--- config.mk ---
export PLATFORM = sky130hd
export DESIGN_NAME = led_pulse_driver_flat
export DESIGN_NICKNAME = d
export VERILOG_FILES = /design/src/rtl/led_pulse_driver_if.sv /design/src/rtl/led_pulse_driver.sv /design/src/flat_wrapper.sv
export SDC_FILE = /design/constraint.sdc
export NUM_CORES = 1
export LEC_CHECK = 0
export ABC_CLOCK_PERIOD_IN_PS = 2490
export CORE_MARGIN = 2
export CORE_UTILIZATION = 56
export CTS_BUF_LIST = sky130_fd_sc_hd__clkbuf_4
export DETAILED_ROUTE_END_ITERATION = 8
export HOLD_SLACK_MARGIN = 0.1
export PLACE_DENSITY = 0.79
export SLEW_MARGIN = 0
export SYNTH_ARGS = -nofsm -noshare
export SYNTH_HDL_FRONTEND = slang
export SYNTH_SLANG_ARGS = --single-unit
--- constraint.sdc ---
create_clock -name clk -period 2.49 [get_ports clk]
set_clock_uncertainty 0.05 [all_clocks]
set_input_delay 0.498 -clock clk [delete_from_list [all_inputs] [get_ports clk]]
set_output_delay 0.498 -clock clk [all_outputs]
set_load 0.05 [all_outputs]
--- src/rtl/led_pulse_driver_if.sv ---
// led_pulse_driver_if
//   Groups the game-side request signals and the LED-side status signals of
//   led_pulse_driver into one bundle.
//
//   Signal semantics (no valid/ready pair; everything is pulse or level):
//     trigger[N]  one-cycle request pulses, one per channel, active high;
//                 a trigger held high simply re-requests every cycle
//     clear       one-cycle pulse, deactivates every channel
//     blink       level; 1 = active LEDs blink, 0 = active LEDs steady on
//     led[N]      registered LED drive, active high
//     busy[N]     registered per-channel active flag (mirrors channel state)
//     any_busy    registered OR of the busy bits
//
//   Modports:
//     master  game controller / testbench side (drives requests)
//     slave   led_pulse_driver side (drives LED and status)
interface led_pulse_driver_if #(
  parameter int N = 9
);
  logic [N-1:0] trigger;
  logic         clear;
  logic         blink;
  logic [N-1:0] led;
  logic [N-1:0] busy;
  logic         any_busy;

  modport master (
    output trigger, clear, blink,
    input  led, busy, any_busy
  );

  modport slave (
    input  trigger, clear, blink,
    output led, busy, any_busy
  );
endinterface

--- src/rtl/led_pulse_driver.sv ---
// led_pulse_driver
//   Stretches one-cycle per-hole request pulses into LED drives lasting
//   HOLD_TICKS prescaler ticks, with an optional global blink.
//
// Ports:
//   clk    system clock
//   rst_n  asynchronous active-low reset
//   bus    led_pulse_driver_if.slave: trigger/clear/blink in,
//          led/busy/any_busy out (all outputs registered)
//
// Parameters:
//   N            number of channels
//   CLK_DIV      clk cycles per tick (>= 2)
//   HOLD_TICKS   ticks a channel stays active after its last trigger (>= 1)
//   BLINK_TICKS  ticks per blink half-period (>= 1)
//
// Each channel is a two-state FSM (IDLE/ACTIVE); busy is the registered
// state of every channel, so it doubles as the FSM debug view.
module led_pulse_driver #(
  parameter int N           = 9,
  parameter int CLK_DIV     = 100000,
  parameter int HOLD_TICKS  = 250,
  parameter int BLINK_TICKS = 50
) (
  input  logic            clk,
  input  logic            rst_n,
  led_pulse_driver_if.slave bus
);

  localparam int PW = (CLK_DIV > 1) ? $clog2(CLK_DIV) : 1;
  localparam int BW = (BLINK_TICKS > 1) ? $clog2(BLINK_TICKS) : 1;
  localparam int RW = $clog2(HOLD_TICKS + 1);

  localparam logic [PW-1:0] PRE_MAX   = PW'(CLK_DIV - 1);
  localparam logic [BW-1:0] BLK_MAX   = BW'(BLINK_TICKS - 1);
  localparam logic [RW-1:0] HOLD_LOAD = RW'(HOLD_TICKS);
  localparam logic [RW-1:0] REM_ONE   = RW'(1);

  typedef enum logic {
    ST_IDLE   = 1'b0,
    ST_ACTIVE = 1'b1
  } ch_state_e;

  // ---------------------------------------------------------------------
  // Prescaler: tick is high for one cycle every CLK_DIV cycles.
  // ---------------------------------------------------------------------
  logic [PW-1:0] pre_cnt_q;
  logic          tick;

  assign tick = (pre_cnt_q == PRE_MAX);

  always_ff @(posedge clk or negedge rst_n) begin
    if (!rst_n) begin
      pre_cnt_q <= '0;
    end else if (tick) begin
      pre_cnt_q <= '0;
    end else begin
      pre_cnt_q <= pre_cnt_q + PW'(1);
    end
  end

  // ---------------------------------------------------------------------
  // Blink phase: free-running, independent of channel state and of the
  // blink input so every LED blinks in lockstep whenever blink is raised.
  // ---------------------------------------------------------------------
  logic [BW-1:0] blk_cnt_q;
  logic          blk_wrap;
  logic          phase_q;
  logic          phase_d;

  assign blk_wrap = tick && (blk_cnt_q == BLK_MAX);
  assign phase_d  = phase_q ^ blk_wrap;

  always_ff @(posedge clk or negedge rst_n) begin
    if (!rst_n) begin
      blk_cnt_q <= '0;
      phase_q   <= 1'b0;
    end else begin
      if (tick) begin
        blk_cnt_q <= blk_wrap ? '0 : blk_cnt_q + BW'(1);
      end
      phase_q <= phase_d;
    end
  end

  // ---------------------------------------------------------------------
  // Per-channel FSM: state register
  // ---------------------------------------------------------------------
  ch_state_e     state_q [N];
  ch_state_e     state_d [N];
  logic [RW-1:0] rem_q   [N];
  logic [RW-1:0] rem_d   [N];
  logic [N-1:0]  active_d;

  always_ff @(posedge clk or negedge rst_n) begin
    if (!rst_n) begin
      for (int i = 0; i < N; i++) begin
        state_q[i] <= ST_IDLE;
        rem_q[i]   <= '0;
      end
    end else begin
      for (int i = 0; i < N; i++) begin
        state_q[i] <= state_d[i];
        rem_q[i]   <= rem_d[i];
      end
    end
  end

  // ---------------------------------------------------------------------
  // Per-channel FSM: next state. Priority clear > trigger > tick countdown.
  // A trigger reloads the full count and swallows a coincident tick, so the
  // hold is always measured from the last trigger cycle.
  // ---------------------------------------------------------------------
  always_comb begin
    active_d = '0;
    for (int i = 0; i < N; i++) begin
      state_d[i] = state_q[i];
      rem_d[i]   = rem_q[i];
      if (bus.clear) begin
        state_d[i] = ST_IDLE;
        rem_d[i]   = '0;
      end else if (bus.trigger[i]) begin
        state_d[i] = ST_ACTIVE;
        rem_d[i]   = HOLD_LOAD;
      end else if ((state_q[i] == ST_ACTIVE) && tick) begin
        if (rem_q[i] == REM_ONE) begin
          state_d[i] = ST_IDLE;
          rem_d[i]   = '0;
        end else begin
          rem_d[i]   = rem_q[i] - RW'(1);
        end
      end
      active_d[i] = (state_d[i] == ST_ACTIVE);
    end
  end

  // ---------------------------------------------------------------------
  // Outputs: registered from next-state values so LEDs follow triggers,
  // clears and phase toggles with no extra cycle of latency.
  // ---------------------------------------------------------------------
  logic [N-1:0] led_q;
  logic [N-1:0] busy_q;
  logic         any_busy_q;

  always_ff @(posedge clk or negedge rst_n) begin
    if (!rst_n) begin
      led_q      <= '0;
      busy_q     <= '0;
      any_busy_q <= 1'b0;
    end else begin
      led_q      <= active_d & {N{~bus.blink | ~phase_d}};
      busy_q     <= active_d;
      any_busy_q <= |active_d;
    end
  end

  assign bus.led      = led_q;
  assign bus.busy     = busy_q;
  assign bus.any_busy = any_busy_q;

endmodule

--- src/flat_wrapper.sv ---
// flat-port wrapper written by rule: the top's interface ports become plain ports
module led_pulse_driver_flat 
#(
  parameter int N           = 9,
  parameter int CLK_DIV     = 100000,
  parameter int HOLD_TICKS  = 250,
  parameter int BLINK_TICKS = 50
)
  (clk, rst_n, bus_trigger, bus_clear, bus_blink, bus_led, bus_busy, bus_any_busy);
  led_pulse_driver_if #(.N(N)) bus_i ();
  input  logic clk;
  input  logic rst_n;
  input wire logic [$bits(bus_i.trigger)-1:0] bus_trigger;
  input wire logic [$bits(bus_i.clear)-1:0] bus_clear;
  input wire logic [$bits(bus_i.blink)-1:0] bus_blink;
  output wire logic [$bits(bus_i.led)-1:0] bus_led;
  output wire logic [$bits(bus_i.busy)-1:0] bus_busy;
  output wire logic [$bits(bus_i.any_busy)-1:0] bus_any_busy;
  assign bus_i.trigger = bus_trigger;
  assign bus_i.clear = bus_clear;
  assign bus_i.blink = bus_blink;
  assign bus_led = bus_i.led;
  assign bus_busy = bus_i.busy;
  assign bus_any_busy = bus_i.any_busy;
  led_pulse_driver #(.N(N), .CLK_DIV(CLK_DIV), .HOLD_TICKS(HOLD_TICKS), .BLINK_TICKS(BLINK_TICKS)) u_core (.clk(clk), .rst_n(rst_n), .bus(bus_i));
endmodule
==> out/metrics.cfg, run 1 <==
[synth]
synth_fp_nets=700
synth-main-ff-cell=dfrtp_1
yosysWarnings=0
ys_seq_elements=115
syn_avg_cell_area_um2=9.24
seq_area_frac_synth=0.468
ys_types=56
synth_edf_count=0
synth_area_um2=6150
syn_inst=666
async_flop_share=1.00

[grt]
grt_max_degree=70
grtUsageTotal=0.274
grt_pass1_wl_mm=25.4
grt_pass1_vias=5417
grt_remaining_overflow=0
antenna_found_initial=0

[power]
p_int_mw=2.92
p_seq_frac=0.499
power.share.clock=0.378
p_comb_frac=0.122
p_switching_mw=1.16
leakage_nw=3.39
swShare=0.284
peakVddDrop_uv=354
power_mw=4.07
cellPowerDensity_nw_per_um2=518

[place]
port_buffers=31
place_hpwl_mm=10.3
place.gp.congestion=0.866
placed_cells=877

[worst_setup_path]
cp_max_fo=4
start_kind=flop
rr_worst_depth=5
slowest_stage=or4b_2
critical_path.cell_chain=or4_4 > or4b_2 > a221oi_1 > o2111ai_1 > o41a_1
setup.worst_path.end_class=flop
r2r-start=u_core.rem_q[60]
rr_endpoint=u_core.bus.any_busy
critPathKind=reg2reg
max_stage_delay_ps=670
cp.required_ps=2890
startpoint=u_core.rem_q[60]
cp-endpoint=u_core.bus.any_busy
worst_ep_arrival_time_ps=3010
rrSetupSlack_ps=-120

[route]
wl_per_cell_um=17.3
dr.pass1.iters=7
final_antenna_net_count=0
vias=5748
wirelength_mm=16.1
viasPerCell=6.20
drt_iter0_drc=595
drc_errors=0

[timing]
maxSlewHeadroom=0.648
fin_crit_sh=1.05
setup_ws_ps=-123
timing.fmax_mhz=383
post-route-min-period_ps=2610
rsz0062_at_grt=yes
drv_slew=0
finalHoldViolCount=0
worst_pin_slew_ps=521
finalSetupViolations=6

[finish]
n_antenna_cell=0
syn_to_final_growth_pct=27.8
drive_gt1_frac=0.210
stdcell_count=927
fin_util=0.729
final_common_cell=dfrtp_1
final_cell_mix=dfrtp_1 (115), buf_4 (61), nor2_1 (49)
nets=808

[cts]
clk_root_buffer_cell=clkbuf_4
cts_buffers=17
cts_buffer_depth=2
path_clk_slew_ps=110
clock_sinks=115
insertion_delay_ps=550
cts_max_level=4
tritoncts=built

[status]
violations=setup timing
outcome=finished with violations

[die]
die_h_um=109
start_util=0.570
design.die.area_um2=11800
core_um2=10800
std_cell_rows=38
die_w_um=109
pin_count=32

[hold_path]
min_path_type=in2reg

[run]
cap_viol_max_count=0

-- flip-flops by register name, indices dropped and copies added (netlist names) --
signal               cells
u_core.rem_q            72
u_core.pre_cnt_q        17
u_core.bus.busy          9
u_core.bus.led           9
u_core.blk_cnt_q         6
u_core.bus.any_busy      1
u_core.phase_q           1
-- layout make-up --
type	count	area (um^2)
Multi-Input combinational cell	493	3280
Tap cell	140	175
Fill cell	760	2930
Timing Repair Buffer	111	1080
Clock buffer	17	128
Sequential cell	115	2880
Inverter	36	135
Clock inverter	15	189
-- logic make-up after synthesis --
group                      Yosys count  share of synthesized area
adders and majority gates           21                     0.0427
muxes                               10                     0.0163
DFF                                115                      0.468
xor gates and xnor gates            14                     0.0199
AOI/OAI and AO/OA                  161                      0.161
and+or+nand+nor                    287                      0.255
buffers and inverters               58                     0.0374
-- what timing repair did --
action,in CTS,in global routing
setup buffers,4,12
gates resized for setup,16,57
pin swaps,6,33
endpoints found under the hold margin,115,0
setup endpoints to repair,43,57
gates cloned,1,1
hold buffers,1,0
-- worst max-delay path: cells and delay by family, from the launching register on --
kind | cells | cell delay (ps)
flip-flops | 1 | 420
AO/OA/AOI/OAI | 3 | 840
AND/OR/NAND/NOR | 2 | 1210
-- cell usage after synthesis (12+ instances only) --
library cell / instances / share of area
a211oi_1: 12 / 0.015
a21oi_1: 42 / 0.034
a31oi_1: 36 / 0.037
and2_1: 19 / 0.019
clkbuf_1: 14 / 0.0085
dfrtp_1: 115 / 0.47
ha_1: 21 / 0.043
inv_1: 36 / 0.022
nand2_1: 52 / 0.032
nand3_1: 34 / 0.028
nand4_1: 14 / 0.014
nor2_1: 49 / 0.030
nor3_1: 27 / 0.022
o21ai_0: 37 / 0.030
or3_1: 15 / 0.015
or4_1: 18 / 0.022
-- per-layer routing --
metal	vias up	wire length, um	track usage
met5	-	0	0
met4	0	263	0.0833
met3	30	934	0.0658
met2	213	8180	0.459
met1	2813	6680	0.352
li1	2692	-	-
-- worst min-delay path by stage --
stage | startpoint | slack, ps | cells past startpoint | to
4_1_cts | bus_clear | 300 | 2 | u_core.rem_q[30]
2_1_floorplan | rst_n | 150 | 0 | u_core.blk_cnt_q[0]
3_5_place_dp | u_core.pre_cnt_q[4] | 440 | 1 | u_core.pre_cnt_q[4]
3_3_place_gp | u_core.blk_cnt_q[5] | 440 | 1 | u_core.blk_cnt_q[5]
6_report | bus_clear | 340 | 2 | u_core.rem_q[30]
5_1_grt | bus_clear | 330 | 2 | u_core.rem_q[30]
-- power groups by stage --
stage	sequential (mW)	clock [mW]	combinational [mW]
finish	2.03	1.54	0.497
global route	2.05	1.65	0.543
CTS	2.03	1.57	0.469
detailed placement	2.06	0	0.467
global placement	2.06	0	0.454
floorplan	2.11	0	0.203
-- per-stage QoR --
step                      worst slack, ps  area [um^2]  hold slack [ps]  TNS (ps)
after floorplan                     0.782         6150              152         0
after global placement              -42.5         7060              437      -168
after detailed placement             -167         7060              443     -1560
after CTS                           -47.1         7510              303     -88.1
after global routing                 -196         7870              333     -1420
final                                -123         7870              343      -240
Note: power is estimated with default switching activity, not from simulation.
==> run 2, diff against run 1 <==
ABC_CLOCK_PERIOD_IN_PS = 3320   (was 2490)
CORE_UTILIZATION = 60   (was 56)
HOLD_SLACK_MARGIN = not set   (was 0.1)
PLACE_DENSITY = 0.81   (was 0.79)
clock period = 3.32 ns   (was 2.49 ns; I/O delays follow)
==> out/metrics.cfg, run 2 (synthesized netlist as in run 1, its figures left out) <==
[finish]
drive_gt1_frac=0.0604  ; -0.149
multiInputGateArea_um2=3050  ; -7.1%
nets=735  ; -9.0%
seq_area_um2=2880  ; unchanged
syn_to_final_growth_pct=11.3
largest-register=u_core.rem_q
n_antenna_cell=0  ; unchanged
largest_register_ffs=72  ; unchanged
final_common_cell=dfrtp_1
final_cell_mix=dfrtp_1 (115), nand2_1 (52), nor2_1 (49)
stdcell_count=845  ; -8.8%
reg_top3=u_core.rem_q (72), u_core.pre_cnt_q (17)
n_fill_cell=756  ; -0.53%

[power]
leakage_nw=2.81  ; -17%
p_int_mw=1.93  ; -34%
cellPowerDensity_nw_per_um2=398  ; -23%
p_switching_mw=0.796  ; -31%
peakVddDrop_uv=347  ; -1.9%
p_comb_frac=0.119  ; -0.003
swShare=0.292  ; +0.00827
p_seq_frac=0.560  ; +0.061
power.share.clock=0.322  ; -0.056

[timing]
drv_slew=0  ; unchanged
setup_ws_ps=503  ; +625 ps
fin_crit_sh=0.849  ; -0.201
timing.fmax_mhz=355  ; -7.3%
maxSlewHeadroom=0.449  ; -0.199
finalSetupViolations=0  ; -6
worst_pin_slew_ps=820  ; +299 ps
post-route-min-period_ps=2820  ; +205 ps
rsz0062_at_grt=no
fin_tns_setup_ps=0  ; +240 ps
finalHoldViolCount=0  ; unchanged

[cts]
clock_sinks=115  ; unchanged
cts_buffers=17  ; unchanged
post_cts.repair.setup_buffers=0  ; -4
path_clk_slew_ps=110  ; about the same
clk_root_buffer_cell=clkbuf_4
tritoncts=built
ctsResizeCount=0  ; -16
insertion_delay_ps=520  ; -30 ps
cts_buffer_depth=2  ; unchanged
cts_max_level=4  ; unchanged
ctsHoldBuffers=0  ; -1

[route]
vias=5376  ; -6.5%
drt_iter0_drc=400  ; -33%
final_antenna_net_count=0  ; unchanged
drc_errors=0  ; unchanged
wl_per_cell_um=16.9  ; -2.7%
wirelength_mm=14.2  ; -11%
dr.pass1.iters=5  ; -2
viasPerCell=6.36  ; +2.6%

[worst_setup_path]
start_kind=flop
cp_max_fo=35  ; +31
worst_ep_arrival_time_ps=3210  ; +200 ps
setup.worst_path.end_class=flop
cp.required_ps=3710  ; +820 ps
critPathKind=reg2reg

[grt]
grt.met3_usage=0.0563  ; -0.00947
grt_max_degree=55  ; -21%
grtUsageMet2=0.447  ; -0.0124
top_usage_layer=met2
antenna_found_initial=0  ; unchanged
use_met1=0.376  ; +0.0239
grt_remaining_overflow=0  ; unchanged
grtUsageTotal=0.276  ; +0.00274
grt_pass1_vias=5254  ; -3.0%
grt_pass1_wl_mm=24.9  ; -1.7%

[hold_path]
min_path_type=in2async

[die]
core_um2=9860  ; -8.6%
die_w_um=105  ; -3.3%
die_h_um=105  ; -3.3%
pin_count=32  ; unchanged
design.die.area_um2=11100  ; -6.4%
std_cell_rows=36  ; -5.3%
start_util=0.624  ; +0.0537

[status]
outcome=finished clean

[place]
placed_cells=815  ; -7.1%
place.gp.congestion=0.901  ; +4.1%
pre_cts_slack_ps=537  ; +704 ps
place_hpwl_mm=9.81  ; -4.9%
port_buffers=31  ; unchanged

[run]
cap_viol_max_count=0  ; unchanged

-- run 2: path summary, 6_finish.rpt --
| path | start | end | slack, ps | depth (start not counted) |
|---|---|---|---|---|
| setup / recovery | u_core.pre_cnt_q[0] | u_core.bus.led[3] | 500 | 7 |
| hold / removal | rst_n | u_core.rem_q[31] | 120 | 1 |
| setup reg to reg | u_core.pre_cnt_q[0] | u_core.bus.led[3] | 500 | 7 |
| hold reg to reg | u_core.pre_cnt_q[0] | u_core.pre_cnt_q[0] | 440 | 1 |
| max in group asynchronous | rst_n | u_core.pre_cnt_q[6] | 2300 | 2 |
| min in group clk | u_core.pre_cnt_q[0] | u_core.pre_cnt_q[0] | 440 | 1 |
-- run 2: layer usage --
layer,routed length [um],share of wire
met3,674,0.047
met4,225,0.016
met1,6520,0.46
met5,0,0
met2,6820,0.48
-- run 2: worst max-delay path, stage by stage, from the launching register on --
cell	delay, ps
dfrtp_1	400
ha_1	210
nand4_1	340
nor4_4	540
buf_12	250
a21boi_0	130
o21ai_1	590
and2_1	230
-- run 2: stage by stage --
stage                     utilization  power [mW]  cell area, um^2  hold slack (ps)
after CTS                       0.694        2.75             6850              120
after detailed placement        0.671        1.87             6620              426
final                           0.694        2.73             6850              119
after global placement          0.671        1.86             6620              417
after global routing            0.694        2.85             6850              142
after floorplan                     -        1.74             6150              318
-- run 2: power by group through the flow --
stage,Combinational (mW),Clock (mW),Sequential (mW)
after floorplan,0.152,0,1.59
after global placement,0.312,0,1.55
after detailed placement,0.324,0,1.55
after CTS,0.325,0.897,1.52
after global routing,0.359,0.957,1.54
final,0.324,0.877,1.53
-- run 2: final cells by class --
cell class | instances | area share
inverter | 36 | 0.0197
sequential | 115 | 0.420
timing repair buffer | 38 | 0.0574
clock inverter | 12 | 0.0137
multi-input combinational | 493 | 0.445
tap | 133 | 0.0243
clock buffer | 18 | 0.0197
==> run 3, diff against run 2 <==
ABC_CLOCK_PERIOD_IN_PS = 2900   (was 3320)
clock period = 2.9 ns   (was 3.32 ns; I/O delays follow)
==> out/metrics.cfg, run 3 (synthesized netlist as in run 1, its figures left out) <==
[grt]
grtUsageTotal=0.273  ; -0.00310
antenna_found_initial=0  ; unchanged
grt_remaining_overflow=0  ; unchanged
grt_pass1_wl_mm=24.4  ; -2.0%
grt_pass1_vias=5244  ; -0.19%
grt_max_degree=56  ; +1.8%

[worst_setup_path]
setup.worst_path.end_class=flop
cp_max_fo=14  ; -60%
rr_endpoint=u_core.rem_q[51]
rr_worst_depth=5  ; -2
rrSetupSlack_ps=170  ; -330 ps
start_kind=flop
r2r-start=u_core.pre_cnt_q[13]
worst_ep_arrival_time_ps=3130  ; -80 ps
critPathKind=reg2reg
cp.required_ps=3310  ; -400 ps

[cts]
clock_sinks=115  ; unchanged
path_clk_slew_ps=110  ; about the same
cts_max_level=4  ; unchanged
tritoncts=built
cts_buffer_depth=2  ; unchanged
cts_buffers=17  ; unchanged
insertion_delay_ps=540  ; +20 ps
clk_root_buffer_cell=clkbuf_4
ctsHoldBuffers=0  ; unchanged

[finish]
final_common_cell=dfrtp_1
n_fill_cell=709  ; -6.2%
multiInputGateArea_um2=3050  ; +0.25%
final_cell_area_um2=7050  ; +3.0%
largest-register=u_core.rem_q
syn_to_final_growth_pct=14.6
n_antenna_cell=0  ; unchanged
seq_area_um2=2880  ; unchanged
drive_gt1_frac=0.0837  ; +0.0233
fin_util=0.715  ; +0.0205
stdcell_count=862  ; +2.0%
largest_register_ffs=72  ; unchanged
nets=750  ; +2.0%
reg_top3=u_core.rem_q (72), u_core.pre_cnt_q (17)
final_cell_mix=dfrtp_1 (115), nand2_1 (51), nor2_1 (49)

[die]
die_h_um=105  ; unchanged
start_util=0.624  ; unchanged
design.die.area_um2=11100  ; unchanged
std_cell_rows=36  ; unchanged
core_um2=9860  ; unchanged
die_w_um=105  ; unchanged
pin_count=32  ; unchanged

[timing]
drv_slew=0  ; unchanged
worst_pin_slew_ps=858  ; +38.1 ps
fin_crit_sh=0.940  ; +0.0916
finalHoldViolCount=0  ; unchanged
hold_slack_ps=9.01  ; -110 ps
fin_tns_setup_ps=0  ; unchanged
post-route-min-period_ps=2730  ; -90.8 ps
timing.fmax_mhz=367  ; +3.3%
setup_ws_ps=174  ; -329 ps
maxSlewHeadroom=0.420  ; -0.0293
rsz0062_at_grt=no
finalSetupViolations=0  ; unchanged

[place]
place_hpwl_mm=10.0  ; +2.1%
place.gp.congestion=0.904  ; +0.30%
dpl-instance-area_um2=6690  ; +1.1%
pre_cts_slack_ps=105  ; -432 ps
placed_cells=828  ; +1.6%
port_buffers=31  ; unchanged

[power]
leakage_nw=2.93  ; +4.3%
cellPowerDensity_nw_per_um2=499  ; +25%
peakVddDrop_uv=422  ; +21%
power_mw=3.52  ; +29%

[route]
dr.pass1.iters=5  ; unchanged
final_antenna_net_count=0  ; unchanged
vias=5480  ; +1.9%
drc_errors=0  ; unchanged
wl_per_cell_um=16.7  ; -1.1%
wirelength_mm=14.4  ; +0.86%
drt_iter0_drc=372  ; -7.0%
viasPerCell=6.36  ; about the same

[run]
cap_viol_max_count=0  ; unchanged

[hold_path]
min_path_type=in2async

[status]
outcome=finished clean

run 3: cell count changes in the layout (fill, tap and decap cells not counted), moves of 2 or more:
cell       previous run  this run
clkinv_2              5         2
bufinv_16             1         5
clkbuf_4             18        20
buf_12                3         1
buf_4                 5        22
run 3: report_power, final:
| part | switching, mW | internal, mW | total, mW |
|---|---|---|---|
| clock | 0.602 | 0.788 | 1.39 |
| sequential | 0.0782 | 1.67 | 1.75 |
| combinational | 0.244 | 0.134 | 0.378 |
| total | 0.924 | 2.59 | 3.52 |
run 3: how the worst max path moves through the flow:
stage                                     from             endpoint  cells past startpoint
final                     u_core.pre_cnt_q[13]     u_core.rem_q[51]                      5
after global routing      u_core.pre_cnt_q[12]     u_core.rem_q[44]                      7
after CTS                 u_core.pre_cnt_q[13]      u_core.rem_q[2]                      6
after detailed placement  u_core.pre_cnt_q[13]      u_core.rem_q[2]                      6
after global placement    u_core.pre_cnt_q[13]      u_core.rem_q[2]                      6
after floorplan           u_core.pre_cnt_q[13]  u_core.bus.any_busy                      6
run 3: critical path, cell delays in order, from the launching register on:
cell	delay, ps
dfrtp_1	420
or4b_1	620
or4_4	670
or2_1	300
or4_1	410
a31oi_1	180
run 3: area by class of cell:
cell class,count,share of cell area
clock inverters,12,0.0264
multi-input cells,493,0.433
repair buffers,53,0.0682
inverters,36,0.0192
clock buffers,20,0.0213
well taps,133,0.0236
flip-flops and latches,115,0.408
run 3: what timing repair did:
action | 4_1_cts | 5_1_grt
endpoints found under the setup margin | 0 | 6
buffers inserted | 0 | 2
gates resized for setup | 0 | 2
run 3: layer usage:
layer | GRT usage | vias up | part of all wire | routed length [um]
met4 | 0.131 | 0 | 0.023 | 337
met5 | 0 | - | 0 | 0
met1 | 0.362 | 2652 | 0.44 | 6320
li1 | - | 2572 | - | -
met2 | 0.425 | 219 | 0.48 | 6830
met3 | 0.0631 | 37 | 0.061 | 881
